$ cat src/rtl/uart_pkg.sv
// Shared UART types: FSM state encoding, data width and the oversample divider helper.
package uart_pkg;

  localparam int unsigned UART_DATA_W = 8;

  typedef enum logic [1:0] {
    IDLE,
    START,
    DATA,
    STOP
  } uart_state_e;

  // Rounded clocks-per-tick for a given line rate and oversample factor.
  function automatic int unsigned uart_div(input int unsigned clk_hz,
                                           input int unsigned baud,
                                           input int unsigned os);
    return (clk_hz + (baud * os) / 2) / (baud * os);
  endfunction

endpackage

$ cat src/rtl/uart_rx_if.sv
// Receive-side byte stream: single-entry valid/ready byte plus one-cycle error pulses.
interface uart_rx_if;
  import uart_pkg::*;

  logic [UART_DATA_W-1:0] data;
  logic                   valid;
  logic                   ready;
  logic                   frame_err;
  logic                   overrun;

  modport master (output data, valid, frame_err, overrun, input ready);
  modport slave  (input data, valid, frame_err, overrun, output ready);

endinterface

$ cat src/rtl/uart_baud_tick.sv
// Divider emitting a one-cycle tick_o every DIV enabled clocks; clear or disable parks it at 0.
// Latency: first tick DIV clocks after enable with a cleared count; no backpressure.
module uart_baud_tick #(
  parameter int unsigned DIV = 14
) (
  input  logic clk,
  input  logic rst,
  input  logic clr_i,
  input  logic en_i,
  output logic tick_o
);

  localparam int unsigned   CW   = (DIV > 1) ? $clog2(DIV) : 1;
  localparam logic [CW-1:0] LAST = CW'(DIV - 1);

  logic [CW-1:0] cnt_q, cnt_d;

  always_comb begin
    cnt_d  = cnt_q;
    tick_o = 1'b0;
    if (clr_i || !en_i) begin
      cnt_d = '0;
    end else if (cnt_q == LAST) begin
      cnt_d  = '0;
      tick_o = 1'b1;
    end else begin
      cnt_d = cnt_q + CW'(1);
    end
  end

  always_ff @(posedge clk) begin
    if (rst) cnt_q <= '0;
    else     cnt_q <= cnt_d;
  end

endmodule

$ cat src/rtl/uart_rx.sv
// 8N1 receiver: synchronized rx_i, 16x oversampled start/data/stop, byte into a one-entry valid/ready register.
// Byte or frame_err appears one clock after the mid-stop sample; a byte finding the register full is dropped with overrun.
module uart_rx
  import uart_pkg::*;
#(
  parameter int unsigned CLK_FREQ_HZ = 25_000_000,
  parameter int unsigned BAUD_RATE   = 115_200,
  parameter int unsigned OVERSAMPLE  = 16
) (
  input  logic      clk,
  input  logic      rst,
  input  logic      rx_i,
  uart_rx_if.master out_if
);

  localparam int unsigned   DIV       = uart_div(CLK_FREQ_HZ, BAUD_RATE, OVERSAMPLE);
  localparam int unsigned   TW        = $clog2(OVERSAMPLE);
  localparam logic [TW-1:0] MID_TICK  = TW'(OVERSAMPLE / 2 - 1);
  localparam logic [TW-1:0] LAST_TICK = TW'(OVERSAMPLE - 1);
  localparam logic [2:0]    LAST_BIT  = 3'(UART_DATA_W - 1);

  logic rx_meta_q, rx_s_q, rx_prev_q;

  always_ff @(posedge clk) begin
    if (rst) {rx_meta_q, rx_s_q, rx_prev_q} <= 3'b111;
    else     {rx_meta_q, rx_s_q, rx_prev_q} <= {rx_i, rx_meta_q, rx_s_q};
  end

  uart_state_e            state_q, state_d;
  logic [TW-1:0]          tick_cnt_q, tick_cnt_d;
  logic [2:0]             bit_idx_q, bit_idx_d;
  logic [UART_DATA_W-1:0] shift_q, shift_d;
  logic                   tick, start_edge, byte_done, frame_err;

  // A falling edge needs a previously-high line, so a held break never restarts a frame.
  assign start_edge = rx_prev_q & ~rx_s_q;

  uart_baud_tick #(.DIV(DIV)) u_baud_tick (
    .clk    (clk),
    .rst    (rst),
    .clr_i  ((state_q == IDLE) && start_edge),
    .en_i   (state_q != IDLE),
    .tick_o (tick)
  );

  always_comb begin
    state_d    = state_q;
    tick_cnt_d = tick_cnt_q;
    bit_idx_d  = bit_idx_q;
    shift_d    = shift_q;
    byte_done  = 1'b0;
    frame_err  = 1'b0;
    case (state_q)
      IDLE: if (start_edge) begin
        state_d    = START;
        tick_cnt_d = '0;
        bit_idx_d  = '0;
      end
      START: if (tick) begin
        if (tick_cnt_q == MID_TICK) begin
          tick_cnt_d = '0;
          state_d    = rx_s_q ? IDLE : DATA;
        end else begin
          tick_cnt_d = tick_cnt_q + TW'(1);
        end
      end
      DATA: if (tick) begin
        if (tick_cnt_q == LAST_TICK) begin
          tick_cnt_d = '0;
          shift_d    = {rx_s_q, shift_q[UART_DATA_W-1:1]};
          if (bit_idx_q == LAST_BIT) state_d = STOP;
          else                       bit_idx_d = bit_idx_q + 3'd1;
        end else begin
          tick_cnt_d = tick_cnt_q + TW'(1);
        end
      end
      STOP: if (tick) begin
        if (tick_cnt_q == LAST_TICK) begin
          tick_cnt_d = '0;
          state_d    = IDLE;
          byte_done  = rx_s_q;
          frame_err  = ~rx_s_q;
        end else begin
          tick_cnt_d = tick_cnt_q + TW'(1);
        end
      end
      default: state_d = IDLE;
    endcase
  end

  always_ff @(posedge clk) begin
    if (rst) begin
      state_q    <= IDLE;
      tick_cnt_q <= '0;
      bit_idx_q  <= '0;
      shift_q    <= '0;
    end else begin
      state_q    <= state_d;
      tick_cnt_q <= tick_cnt_d;
      bit_idx_q  <= bit_idx_d;
      shift_q    <= shift_d;
    end
  end

  logic [UART_DATA_W-1:0] data_q;
  logic                   valid_q, frame_err_q, overrun_q;

  always_ff @(posedge clk) begin
    if (rst) begin
      data_q      <= '0;
      valid_q     <= 1'b0;
      frame_err_q <= 1'b0;
      overrun_q   <= 1'b0;
    end else begin
      frame_err_q <= frame_err;
      overrun_q   <= 1'b0;
      if (byte_done) begin
        if (!valid_q || out_if.ready) begin
          data_q  <= shift_q;
          valid_q <= 1'b1;
        end else begin
          overrun_q <= 1'b1;
        end
      end else if (valid_q && out_if.ready) begin
        valid_q <= 1'b0;
      end
    end
  end

  assign out_if.data      = data_q;
  assign out_if.valid     = valid_q;
  assign out_if.frame_err = frame_err_q;
  assign out_if.overrun   = overrun_q;

endmodule
$ cat src/flat_wrapper.sv
// flat-port wrapper written by rule: the top's interface ports become plain ports
module uart_rx_flat import uart_pkg::*;
#(
  parameter int unsigned CLK_FREQ_HZ = 25_000_000,
  parameter int unsigned BAUD_RATE   = 115_200,
  parameter int unsigned OVERSAMPLE  = 16
)
  (clk, rst, rx_i, out_if_data, out_if_valid, out_if_frame_err, out_if_overrun, out_if_ready);
  uart_rx_if out_if_i ();
  input  logic clk;
  input  logic rst;
  input  logic rx_i;
  output wire logic [$bits(out_if_i.data)-1:0] out_if_data;
  output wire logic [$bits(out_if_i.valid)-1:0] out_if_valid;
  output wire logic [$bits(out_if_i.frame_err)-1:0] out_if_frame_err;
  output wire logic [$bits(out_if_i.overrun)-1:0] out_if_overrun;
  input wire logic [$bits(out_if_i.ready)-1:0] out_if_ready;
  assign out_if_data = out_if_i.data;
  assign out_if_valid = out_if_i.valid;
  assign out_if_frame_err = out_if_i.frame_err;
  assign out_if_overrun = out_if_i.overrun;
  assign out_if_i.ready = out_if_ready;
  uart_rx #(.CLK_FREQ_HZ(CLK_FREQ_HZ), .BAUD_RATE(BAUD_RATE), .OVERSAMPLE(OVERSAMPLE)) u_core (.clk(clk), .rst(rst), .rx_i(rx_i), .out_if(out_if_i));
endmodule
$ cat config.mk
export PLATFORM = sky130hd
export DESIGN_NAME = uart_rx_flat
export DESIGN_NICKNAME = d
export VERILOG_FILES = /design/src/rtl/uart_pkg.sv /design/src/rtl/uart_rx_if.sv /design/src/rtl/uart_baud_tick.sv /design/src/rtl/uart_rx.sv /design/src/flat_wrapper.sv
export SDC_FILE = /design/constraint.sdc
export NUM_CORES = 1
export LEC_CHECK = 0
export BUFFER_PORTS_ARGS = -buffer_cell sky130_fd_sc_hd__buf_4
export CELL_PAD_IN_SITES_DETAIL_PLACEMENT = 0
export CELL_PAD_IN_SITES_GLOBAL_PLACEMENT = 1
export CORE_MARGIN = 10
export CORE_UTILIZATION = 45
export CTS_BUF_LIST = sky130_fd_sc_hd__clkbuf_8
export CTS_CLUSTER_DIAMETER = 80
export DETAILED_ROUTE_END_ITERATION = 7
export PLACE_DENSITY_LB_ADDON = 0.12
export SLEW_MARGIN = 10
export SYNTH_ARGS = -nofsm -noshare
export SYNTH_HDL_FRONTEND = slang
export SYNTH_SLANG_ARGS = --single-unit
$ cat constraint.sdc
create_clock -name clk -period 2.29 [get_ports clk]
set_input_delay 0.3435 -clock clk [delete_from_list [all_inputs] [get_ports clk]]
set_output_delay 0.3435 -clock clk [all_outputs]
set_load 0.01 [all_outputs]
# After elaboration in Yosys (flattened, before gate mapping)
# Cells that the tools add are included.
# word_totals
in_bits	4
regBits	35
wordCells	89
out_inout_bits	11
# classes
muxes	30
n_eq_ne	18
bitwise	6
n_reduce_logical	20
addsub	3
# ops
operator	n
4-bit 2-to-1 mux	5
2-bit 2-to-1 mux	9
2-bit by 1-bit inequality test with 1-bit output (second input constant)	9
3-bit 2-to-1 mux	4
4-bit case mux with 3 select lines	1
1-bit 2-to-1 mux	9
4-bit by 1-bit adder with 4-bit output (second input constant)	2
4-bit == test (second input constant)	2
2-bit case mux with 4 select lines	1
8-bit AND reduction	1
3-bit case mux with 2 select lines	1
3-bit AND reduction	2
2-bit nonzero test	3
1-bit inverter	5
5-bit AND reduction	1
2-bit == test (second input constant)	2
4-bit by 3-bit == test with 1-bit output (second input constant)	1
2-bit inequality test (second input constant)	2
2-bit AND reduction	2
2-bit OR reduction	2
4-bit OR reduction	1
3-bit by 1-bit adder with 3-bit output (second input constant)	1
3-bit == test (second input constant)	1
3-bit OR reduction	1
6 further kinds	9

# Logic depth before layout (Yosys ltp)
# depth
word_depth	9
depth_mapped	7
depth_no_buf	6

# Hierarchy
# A second synthesis with hierarchy kept.
# hier_totals
cells_unflattened	145
area_unflattened_um2	1477.7
# modules_own_cells
module	n_inst	area_per_inst_um2	cells_per_inst	seq_area_each_um2
uart_rx	1	1292.5	127	620.6
uart_baud_tick	1	185.2	18	80.1

# Worst setup path before layout
# Ideal clock, no wire load.
# synth_path
path_type	register -> register
startpoint	register u_core.tick_cnt_q[0]
endpoint	register u_core.data_q[0], in the netlist u_core.out_if.data[0]
setup_slack_ns	0.565
stages_incl_launch_ff	6
path_buffers	0
required_ns	2.162
setup_ns	0.128
synth_period_minus_slack_ns	1.725
arrival_time_ns	1.598
path_cell_list	dfxtp_1 -> ha_1 -> nand4_4 -> nor4_4 -> mux2i_1 -> nor2_1
# synth_between
elab_chain_cells	5
# synth_rtl
item	line_no	rtl
from (decl)	uart_rx.sv:30	logic [TW-1:0] tick_cnt_q, tick_cnt_d;
from (signal assigned)	uart_rx.sv:99	tick_cnt_q <= tick_cnt_d;
4-bit == test	uart_rx.sv:78	if (tick_cnt_q == LAST_TICK) begin
1-bit 2-to-1 mux	uart_rx.sv:78	
1-bit 2-to-1 mux	uart_rx.sv:77	STOP: if (tick) begin
1-bit 2-to-1 mux	uart_rx.sv:53	case (state_q)
2-bit AND reduction (no source line)	--	
to (signal assigned)	uart_rx.sv:119	data_q <= shift_q;
to (decl)	uart_rx.sv:105	logic [UART_DATA_W-1:0] data_q;
# Every way passes these cells.
# A chain may end at the register's enable or synchronous reset.

# Final worst setup path
# layout_path
startpoint	register u_core.tick_cnt_q[0]
endpoint	register u_core.bit_idx_q[0]
# layout_between
elab_chain_cells	3
# layout_rtl
item	line_no	rtl
4-bit == test	uart_rx.sv:68	if (tick_cnt_q == LAST_TICK) begin
2-bit by 1-bit inequality test with 1-bit output (no source line)	--	
5-bit AND reduction (no source line)	--	
to (signal assigned)	uart_rx.sv:100	bit_idx_q <= bit_idx_d;
to (decl)	uart_rx.sv:31	logic [2:0] bit_idx_q, bit_idx_d;
# Every way passes these cells.

==> run metrics <==
WS Path Type=reg -> reg; global route overflow=0; Layout Nets=~170; CTS tree=built; H-tree levels=2; Core Box Area=a little over 3000 µm²; #FFs+latches synth=35; maxcap violations=0; Post-synth EDFFs=0; final hold vios=0; DR vias=between 900 and 1000; asr flop ratio synth=0%; Routed wire per std cell=about 12 µm; Worst R2R Start=u_core.tick_cnt_q[0]$_SDFFE_PP0P_; Die Wd=roughly 76 µm; Post-Route WL=roughly 2400 µm; worst hold path class=in -> reg; worst-margin pin slew=0.459 ns; first-pass GRT wire length=4300 µm; post-synthesis cell count=138; cell area after layout=1660 µm²; worst skew pair latency=0.28 ns; Post-DP Area=1560 µm²; most numerous cell in the Yosys netlist=dfxtp_1; Tot GR Track Use=under 10%; GP Congestion=roughly 0.82; syn_nets=~150; Primary FF master, synth=dfxtp_1; Yosys warning total=0; post-route ant nets=0; Clock transition at path regs=~0.06 ns; Post-Syn Area=around 1400 µm²; Starting Density=46.6%; Vias per Instance=around 5; Seq/Total Area, Yosys=between 40% and 50%; I/O Pins=15; post-DP HPWL=between 1500 and 2000 µm; vias in the first global route=approximately 1000; PwrDens=670 nW/µm²; status=complete, no violations; CP Launch Type=flop; die area=5780 µm²; post-CTS setup buffers=0; Finished Core Util=a little over half; Worst VDD drop=about 360 µV; Leakage=roughly 0.63 nW; CTS resizes=0; RSZ-0062 raised after global routing=no; Synth top area share=around 50%; Worst Setup End Kind=flop; initial antenna violation count=0; setup TNS=0 ns; Mapped Avg Cell Area=slightly above 10 µm²; worst rel slew slack=about 69%; CP Data Required Time=around 2.5 ns; Port Buffers=14; Area growth syn-to-layout=17.6%; CTS sink cnt=35; Setup-failing EPs final=0; share of layout cells above drive strength 1=19.7%; DRC=0; number of distinct library cells after synthesis=33; Max Root-Sink Buffers=2; hold_buf cts=0; FILL cells=approximately 280; Num CTS Buffers=5; n_diodes=0; Worst Setup SP=u_core.tick_cnt_q[0]$_SDFFE_PP0P_; drt first-iter violations=between 70 and 80; largest cells by area after synthesis=dfxtp_1 50%, mux2i_1 13%, nor2_1 8.0%, ha_1 4.4%, nor3_1 1.8%; crit share post-route=around three quarters; Fin Hold WS=~0.25 ns; row count=20; Root Buffer=clkbuf_8; crit path max fanout=6; largest net degree at the start of global routing=31; Final Max Slew Viols=0; hold path start=rx_i; worst reg-to-reg setup slack=just under 0.6 ns; commonest cells in the netlist=35 x dfxtp_1, 30 x nor2_1, 18 x mux2i_1; CP arrival=between 1.5 and 2 ns; TritonRoute pass-1 iters=4; cell accounting for the most synthesized area=dfxtp_1; DIE HEIGHT=76.0 µm; fmax=589 MHz; Clock Skew=slightly below 0.005 ns; Period minus WS final=between 1.5 and 2 ns
-- kinds of logic (layout without fill, tap and decap cells) --
family / after synthesis / count (layout) / synth area share (%)
XOR/XNOR: 3 / 3 / 1.86
multiplexers: 19 / 19 / 13.6
flip-flops: 35 / 35 / 49.6
AO/OA/AOI/OAI: 11 / 11 / 5.67
buffers and inverters: 6 / 25 / 2.13
AND/OR/NAND/NOR: 59 / 59 / 22.7
adder cells (fa/ha/maj): 5 / 5 / 4.43
-- placed cells by master, fill, tap and decap left out, drive strengths merged --
master and count:
dfxtp 35, nor2 30, mux2i 18, buf 16, clkbuf 7, nand2 6, nor3 5, ha 5
or2 3, a21oi 3, nand3 3, nor4 3, inv 2, xor2 2, nor4b 2, a22o 2
and2 2, a311oi 1, nand4 1, nand2b 1, o31ai 1, nor3b 1, mux2 1, xnor2 1
nor2b 1, o2111a 1, o21a 1, o21ai 1, nand3b 1, a22oi 1
-- registers in the layout, summed over array words and instances, names as in the netlist, 3 cells and up, named ones only --
register                  count
u_core.bit_idx_q              3
u_core.out_if.data            8
u_core.shift_q                8
u_core.tick_cnt_q             4
u_core.u_baud_tick.cnt_q      4
-- power by group --
part / leakage, nW / total [mW] / switching, mW / internal, mW
Clock: 0.0557 / 0.473 / 0.203 / 0.270
Combinational: 0.296 / 0.0236 / 0.0143 / 0.00938
Sequential: 0.283 / 0.616 / 0.00409 / 0.612
Total: 0.634 / 1.11 / 0.222 / 0.891
-- path summary, 6_finish.rpt --
kind	to	cells past startpoint
worst max-delay path	u_core.bit_idx_q[0]$_SDFFE_PP0P_	5
worst min-delay path	u_core.rx_meta_q$_SDFF_PP1_	2
worst max register to register	u_core.bit_idx_q[0]$_SDFFE_PP0P_	5
worst min register to register	u_core.rx_s_q$_SDFF_PP1_	1
-- area by class of cell --
type                    instances  area, µm²  share of cell area, %
multi-input cells              97        681                   41.0
repair buffers                 16        120                   7.23
clock inverters                 1       3.75                  0.226
inverters                       1       3.75                  0.226
flip-flops and latches         35        701                   42.2
clock buffers                   7       96.3                   5.80
well taps                      44       55.1                   3.32
-- metal layers --
layer / track usage [%] / wire [µm] / vias to the layer above
met2: 14.5 / 1130 / 13
met5: 0 / 0 / -
li1: - / - / 515
met4: 4.55 / 48 / 0
met1: 9.65 / 1080 / 447
met3: 3.77 / 108 / 7
-- per-stage QoR --
step                instances  power [mW]  setup WS [ns]
floorplan                 138       0.647          0.565
global route              201        1.16          0.388
CTS                       201        1.13          0.591
detailed placement        193       0.654          0.599
global placement          193       0.654          0.610
finish                    201        1.11          0.592
-- worst max-delay path, stage by stage (launching register included) --
cell	delay, ns
dfxtp_1	0.37
ha_1	0.27
nand4_4	0.17
nor3_1	0.25
nor3b_1	0.37
mux2_2	0.22
(Power assumes the default switching activity.)
